==> config.mk <==
export PLATFORM = sky130hd
export DESIGN_NAME = alu_arbiter
export DESIGN_NICKNAME = d
export VERILOG_FILES = /design/src/rtl/alu_arbiter_pkg.sv /design/src/rtl/alu_arbiter_rr_arb2.sv /design/src/rtl/alu_arbiter.sv
export SDC_FILE = /design/constraint.sdc
export NUM_CORES = 1
export LEC_CHECK = 0
export CAP_MARGIN = 40
export CORE_MARGIN = 5
export CORE_UTILIZATION = 43
export DETAILED_ROUTE_END_ITERATION = 7
export PLACE_DENSITY = 0.85
export REMOVE_ABC_BUFFERS = 1
export SYNTH_ARGS = -nofsm -noshare
export SYNTH_HDL_FRONTEND = slang
export SYNTH_SLANG_ARGS = --single-unit
==> constraint.sdc <==
create_clock -name clk_p_i -period 5.3 [get_ports clk_p_i]
set_input_delay 0.53 -clock clk_p_i [delete_from_list [all_inputs] [get_ports clk_p_i]]
set_output_delay 0.53 -clock clk_p_i [all_outputs]
set_load 0.05 [all_outputs]
==> src/rtl/alu_arbiter_pkg.sv <==
// rtl/alu_arbiter_pkg.sv - shared types and constants for the two-requester ALU arbiter
package alu_arbiter_pkg;
   typedef enum logic [1:0] {
      ST_IDLE  = 2'd0,
      ST_RUN   = 2'd1,
      ST_DRAIN = 2'd2
   } state_e;

   localparam logic [2:0] ILLEGAL_OP = 3'b111;

   // Ownership record that rides alongside each op while the ALU computes it
   typedef struct packed {
      logic vld;
      logic id;
      logic err;
   } tag_t;
endpackage

==> src/rtl/alu_arbiter_rr_arb2.sv <==
// rtl/alu_arbiter_rr_arb2.sv - two-way round-robin grant with a one-bit priority pointer
module rr_arb2 (
   input  logic       clk_p_i,
   input  logic       reset_n_i,
   input  logic [1:0] req_i,
   input  logic       en_i,
   output logic [1:0] gnt_o
);
   logic ptr_q;
   logic ptr_d;

   always_comb begin
      gnt_o = 2'b00;
      if (en_i) begin
         if (req_i == 2'b11) gnt_o = ptr_q ? 2'b10 : 2'b01;
         else                gnt_o = req_i;
      end
      // Priority flips to the other requester only after a grant is taken
      ptr_d = ptr_q;
      if (gnt_o[0])      ptr_d = 1'b1;
      else if (gnt_o[1]) ptr_d = 1'b0;
   end

   always_ff @(posedge clk_p_i or negedge reset_n_i) begin
      if (!reset_n_i) ptr_q <= 1'b0;
      else            ptr_q <= ptr_d;
   end
endmodule

==> src/rtl/alu_arbiter.sv <==
// rtl/alu_arbiter.sv - shares one pipelined ALU between two requesters, returning tagged in-order results
module alu_arbiter
   import alu_arbiter_pkg::*;
#(
   parameter int DW  = 8,
   parameter int LAT = 2
) (
   input  logic            clk_p_i,
   input  logic            reset_n_i,
   input  logic            req0_valid_i,
   output logic            req0_ready_o,
   input  logic [2:0]      req0_inst_i,
   input  logic [DW-1:0]   req0_a_i,
   input  logic [DW-1:0]   req0_b_i,
   input  logic            req1_valid_i,
   output logic            req1_ready_o,
   input  logic [2:0]      req1_inst_i,
   input  logic [DW-1:0]   req1_a_i,
   input  logic [DW-1:0]   req1_b_i,
   input  logic            hold_i,
   output logic [2:0]      alu_inst_o,
   output logic [DW-1:0]   alu_a_o,
   output logic [DW-1:0]   alu_b_o,
   input  logic [2*DW-1:0] alu_data_i,
   output logic            rsp0_valid_o,
   output logic            rsp1_valid_o,
   output logic [2*DW-1:0] rsp_data_o,
   output logic            rsp_err_o,
   output logic            busy_o
);
   state_e          state_q, state_d;
   tag_t            tag_q [LAT+1];
   logic [1:0]      gnt;
   logic            grant_en, accept, acc_id, acc_err, in_flight_d, busy;
   logic [2:0]      acc_inst;
   logic [DW-1:0]   acc_a, acc_b;
   logic [2:0]      alu_inst_q;
   logic [DW-1:0]   alu_a_q, alu_b_q;
   logic            rsp0_q, rsp1_q, rsp_err_q;
   logic [2*DW-1:0] rsp_data_q;

   assign grant_en = ((state_q == ST_IDLE) || (state_q == ST_RUN)) && !hold_i;

   rr_arb2 u_arb (
      .clk_p_i   (clk_p_i),
      .reset_n_i (reset_n_i),
      .req_i     ({req1_valid_i, req0_valid_i}),
      .en_i      (grant_en),
      .gnt_o     (gnt)
   );

   assign req0_ready_o = gnt[0];
   assign req1_ready_o = gnt[1];
   assign accept       = |gnt;
   assign acc_id       = gnt[1];
   assign acc_inst     = gnt[1] ? req1_inst_i : req0_inst_i;
   assign acc_a        = gnt[1] ? req1_a_i    : req0_a_i;
   assign acc_b        = gnt[1] ? req1_b_i    : req0_b_i;
   assign acc_err      = (acc_inst == ILLEGAL_OP);

   // in_flight_d: will any stage still hold an op after this edge
   always_comb begin
      busy        = 1'b0;
      in_flight_d = accept;
      for (int i = 0; i <= LAT; i++) begin
         busy = busy | tag_q[i].vld;
         if (i < LAT) in_flight_d = in_flight_d | tag_q[i].vld;
      end
   end

   always_comb begin
      state_d = state_q;
      unique case (state_q)
         ST_IDLE:  if (accept) state_d = ST_RUN;
         ST_RUN: begin
            if (hold_i && in_flight_d) state_d = ST_DRAIN;
            else if (!in_flight_d)     state_d = ST_IDLE;
         end
         ST_DRAIN: begin
            if (!in_flight_d)  state_d = ST_IDLE;
            else if (!hold_i)  state_d = ST_RUN;
         end
         default:  state_d = ST_IDLE;
      endcase
   end

   always_ff @(posedge clk_p_i or negedge reset_n_i) begin
      if (!reset_n_i) state_q <= ST_IDLE;
      else            state_q <= state_d;
   end

   always_ff @(posedge clk_p_i or negedge reset_n_i) begin
      if (!reset_n_i) begin
         for (int i = 0; i <= LAT; i++) tag_q[i] <= '0;
         alu_inst_q <= '0;
         alu_a_q    <= '0;
         alu_b_q    <= '0;
         rsp0_q     <= 1'b0;
         rsp1_q     <= 1'b0;
         rsp_err_q  <= 1'b0;
         rsp_data_q <= '0;
      end else begin
         tag_q[0] <= {accept, acc_id & accept, acc_err & accept};
         for (int i = 1; i <= LAT; i++) tag_q[i] <= tag_q[i-1];
         // Illegal ops never reach the ALU; the bus keeps its previous command
         if (accept && !acc_err) begin
            alu_inst_q <= acc_inst;
            alu_a_q    <= acc_a;
            alu_b_q    <= acc_b;
         end
         rsp0_q     <= tag_q[LAT].vld & !tag_q[LAT].id;
         rsp1_q     <= tag_q[LAT].vld &  tag_q[LAT].id;
         rsp_err_q  <= tag_q[LAT].vld &  tag_q[LAT].err;
         rsp_data_q <= (tag_q[LAT].vld && !tag_q[LAT].err) ? alu_data_i : '0;
      end
   end

   assign alu_inst_o   = alu_inst_q;
   assign alu_a_o      = alu_a_q;
   assign alu_b_o      = alu_b_q;
   assign rsp0_valid_o = rsp0_q;
   assign rsp1_valid_o = rsp1_q;
   assign rsp_err_o    = rsp_err_q;
   assign rsp_data_o   = rsp_data_q;
   assign busy_o       = busy;
endmodule

---- Word-level counts from Yosys, hierarchy flattened ----
Index checks and enable logic that the tools add are counted.
word-level totals
  flip-flop bits (word level) ............. 50
  input port bits ......................... 59
  output and inout bits ................... 41
  word-level logic and storage cells ...... 62
operators by class
  eq/ne operators ......................... 7
  muxes and demuxes ....................... 15
  bitwise operators ....................... 9
  reductions and logical operators ........ 13
operators by type and width
  operator            number
  $mux 16             1
  $mux 2              8
  $mux 8              2
  $pmux 2 s3          1
  $and 1x1->1         5
  $eq 2x2->1 const B  2
  $logic_and 1x1->1   4
  $logic_not 1->1     4
  $or 1x1->1          4
  $eq 3x3->1 const B  1
  $mux 3              1
  $ne 3x2->1 const B  1
  $ne 3x3->1 const B  1
  $reduce_and 3->1    1
  $eq 2x1->1 const B  1
  $logic_not 2->1     1
  $mux 1              2
  $ne 2x2->1 const B  1
  $reduce_bool 2->1   1
  $reduce_or 2->1     1
  $logic_or 1x1->1    1

---- Longest topological paths before layout ----
  word-level depth ........................ 10
  mapped depth ............................ 6
  depth with buffers taken out ............ 5

---- Hierarchy ----
A second synthesis with hierarchy kept.
unflattened totals
  cells, all modules ...................... 145
  area total of the unflattened synthesis .. 2053.2 sq um
by module, submodules not included
  module       times used  cells an instance  area each (sq um)  seq. area each (sq um)
  alu_arbiter  1           136                1984.4             1226.2
  rr_arb2      1           9                  68.8               25.0

---- Worst setup path before layout ----
OpenSTA, ideal clock, no wires.
  path type ............................... input to output
  start point ............................. in hold_i
  end point ............................... out req0_ready_o
  arrival time ............................ 1.514 ns
  slack ................................... 3.256 ns
  stages on the path ...................... 3
  path through ............................ nor2_4 nand2_1 a21oi_1
between the ends
  longest elaborated chain between the ends .. 3
RTL lines
  item               RTL line                   text
  from (decl)        alu_arbiter.sv:20          input logic hold_i,
  $logic_not 1->1    --
  $logic_and 1x1->1  alu_arbiter.sv:42          assign grant_en = ((state_q == ST_IDLE) || (state_q == ST_RUN)) && !hold_i;
  $mux 2             alu_arbiter_rr_arb2.sv:14  if (en_i) begin
  to (decl)          alu_arbiter.sv:11          output logic req0_ready_o,
No other way between the ends.

---- Final worst setup path ----
  start point ............................. in hold_i
  end point ............................... out req1_ready_o
between the ends
  longest elaborated chain between the ends .. 3
RTL lines
  item               RTL line                   text
  $logic_not 1->1    --
  $logic_and 1x1->1  alu_arbiter.sv:42
  $mux 2             alu_arbiter_rr_arb2.sv:14
  to (decl)          alu_arbiter.sv:16          output logic req1_ready_o,
No other way between the ends.

==> reports/qor.yml <==
run_status:
  run_status: "complete, no violations"
floorplan:
  die_area_sq_mm: 0.00619
  die_w_microns: 78.7
  io_pins: 100
  coreArea_sq_mm: 0.00466
  fp-row-count: 25
  initial_utilization: 0.435
  die_h_microns: 78.7
synthesis:
  yosysTopAreaCell: "dfrtp_1"
  synthCells: 138
  ys.flop_type: "dfrtp_1"
  synth.area.top_cells: "dfrtp_1 62%, mux2_2 13%, mux2_4 5.9%"
  ys_seq_elements: 50
  synthAdderAreaFrac: 0.00494
  synth_commonest_cells: "50 x dfrtp_1, 24 x mux2_2, 18 x and2_1, 8 x mux2_4, 4 x a21oi_1"
  synth.distinct_cells: 29
  ys_seq_area_frac: 0.617
  synth_most_common_cell: "dfrtp_1"
  synthXorXnorAreaFrac: 0.00432
  synth_top_cell_area_share: 0.617
  synth_top_family_by_area: "multiplexers"
  synth-compound-area-share: 0.0543
  muxShareOfSynthArea: 0.207
  syn_avg_cell_area_sq_um: 14.7
  synth-simple-area-share: 0.0951
  synthesis.area_sq_mm: 0.00203
  ys_async_sr_fraction: 1.00
  synth_warnings: 0
  synth_enable_flop_cells: 0
min_path:
  hold_class: "input pin to asynchronous set/reset pin"
timing:
  post-route-period-util: 0.572
  worst_slew_pin_slew_ps: 741
  fmax_mhz: 330
  period_needed_ps: 3030
  maxSlewViolCount: 0
  clock-skew-final_ps: 6.40
  setup-tns-final_ps: 0
  final-setup-viol-count: 0
  rsz0062_at_grt: "no"
  max_slew_margin: 0.505
  finalHoldViolCount: 0
critical_path:
  cp-start-kind: "input pin"
  max_stage_delay_ps: 820
  reg2regPathDepth: 6
  cpMaxStageDelayCell: "clkdlybuf4s50_1"
  arrival_ps: 2500
  worst-path-buf-inv: 3
  crit_path_max_fanout: 19
  rrSetupSlack_ps: 3210
  cp_top_family: "buffers and inverters"
  critPathKind: "input pin to primary output"
  r2r_start: "u_arb.ptr_q"
  critPathMostFrequentCell: "clkdlybuf4s50_1"
  worstSetupPathDepth: 5
  endpoint_kind: "primary output"
  reg2reg_to: "alu_b_o[0]"
  cp.required_ps: 4770
  path_cells: "clkdlybuf4s50_1 -> nor2_4 -> nand3_4 -> inv_4 -> clkdlybuf4s50_1"
clocking:
  clock_latency_ps: 300
  cts_tree: "built"
  cts_hold_buf: 0
  cts_htree_levels: 2
  post-cts-setup-buffer-count: 0
  cts_root_buf: "clkbuf_8"
  numCtsBuffers: 5
  clkSlewWorstSetupHoldPaths_ps: 90
  cts_resized: 0
  clockBufferDepth: 2
  clkSinkCount: 50
placement:
  hpwlAfterDp_mm: 3.44
  portBuffers: 99
  place_congestion: 0.770
layout:
  fin_nets: 302
  fillers: 320
  post-route-util: 0.688
  drive_gt1_frac: 0.193
  syn_to_final_growth_pct: 58.3
  antenna_cells: 0
grt:
  antenna_found_initial: 0
  overflow: 0
  grt_max_degree: 37
  grt_pass1_vias: 1513
  grt_pass1_wl_mm: 7.24
  grt_usage: 0.150
drt:
  totalWireLength_mm: 4.42
  vias: 1447
  viasPerCell: 4.86
  drc_errors: 0
  ant_nets: 0
  routedWlPerCell_microns: 14.8
  drt-pass1-iter-count: 4
  drt-initial-drc-count: 20
pwr:
  ir_drop_mv: 0.225
  total_power_mw: 1.39
  p_leak_nw: 1.39
  power_density_mw_per_mm2: 432
run:
  max_cap_violations: 0
==> cell type report <==
class                      instances  area [sq um]  area share
timing repair buffer             101          1020       0.318
inverter                           3          13.8     0.00429
clock inverter                     3          43.8      0.0137
clock buffer                       5          68.8      0.0215
multi-input combinational         82           742       0.231
tap                               54          67.6      0.0211
sequential                        50          1250       0.390
==> how the worst max path moves through the flow <==
| stage | startpoint | to | slack (ps) |
|---|---|---|---|
| CTS | hold_i | req1_ready_o | 2240 |
| global placement | hold_i | req1_ready_o | 2270 |
| detailed placement | hold_i | req1_ready_o | 2230 |
| finish | hold_i | req1_ready_o | 2270 |
| floorplan | req0_valid_i | alu_a_o[0] | 3030 |
| global route | hold_i | req1_ready_o | 2160 |
==> per-layer routing <==
layer  up-vias  global-route usage  routed length [microns]
met2        83               0.217                     1820
met5         -                   0                        0
li1        685                   -                        -
met3         7              0.0654                      499
met1       672               0.202                     2030
met4         0              0.0455                       72
==> registers in the layout (all words and copies together), names as in the netlist, 2 cells and up <==
name,flops
alu_a_o,8
alu_b_o,8
alu_inst_o,3
rsp_data_o,16
state_q,2
tag_q,9
==> cell usage in the layout (no fill, tap or decap), types with 3 or more instances in the layout <==
cell / instances
clkbuf_8: 5
dfrtp_1: 50
clkdlybuf4s50_1: 98
mux2_4: 8
a21oi_1: 4
mux2i_1: 3
a2bb2oi_1: 3
and2_1: 18
a31oi_1: 3
mux2_2: 24
==> kinds of logic (layout without fill, tap and decap cells) <==
| kind of cell | count (synthesis) | count (layout) |
|---|---|---|
| buffers and inverters | 6 | 112 |
| XOR/XNOR | 1 | 1 |
| AO/OA/AOI/OAI | 15 | 15 |
| multiplexers | 35 | 35 |
| flip-flops | 50 | 50 |
| adder cells (fa/ha/maj) | 1 | 1 |
| AND/OR/NAND/NOR | 30 | 30 |
==> worst register-to-register path, cell delays in order, from the launching register on <==
cell and delay [ps]:
dfrtp_1 420, nand2b_1 220, nand3_4 280, inv_4 100, a211oi_4 390, buf_8 230, mux2_2 350
==> metrics by stage <==
step                setup WS [ps]  area [sq um]  instances  hold WS [ps]
floorplan                    3030          2010        135           234
global placement             2270          3060        288           333
detailed placement           2230          3100        290           336
CTS                          2240          3210        298           124
global route                 2160          3210        298           128
finish                       2270          3210        298           122
==> report_power, final <==
part / leakage [nW] / internal, mW / switching, mW
clock: 0.0585 / 0.141 / 0.125
sequential: 0.629 / 0.462 / 0.0476
combinational: 0.706 / 0.253 / 0.357
total: 1.39 / 0.857 / 0.530
Note: power is estimated with default switching activity, not from simulation.
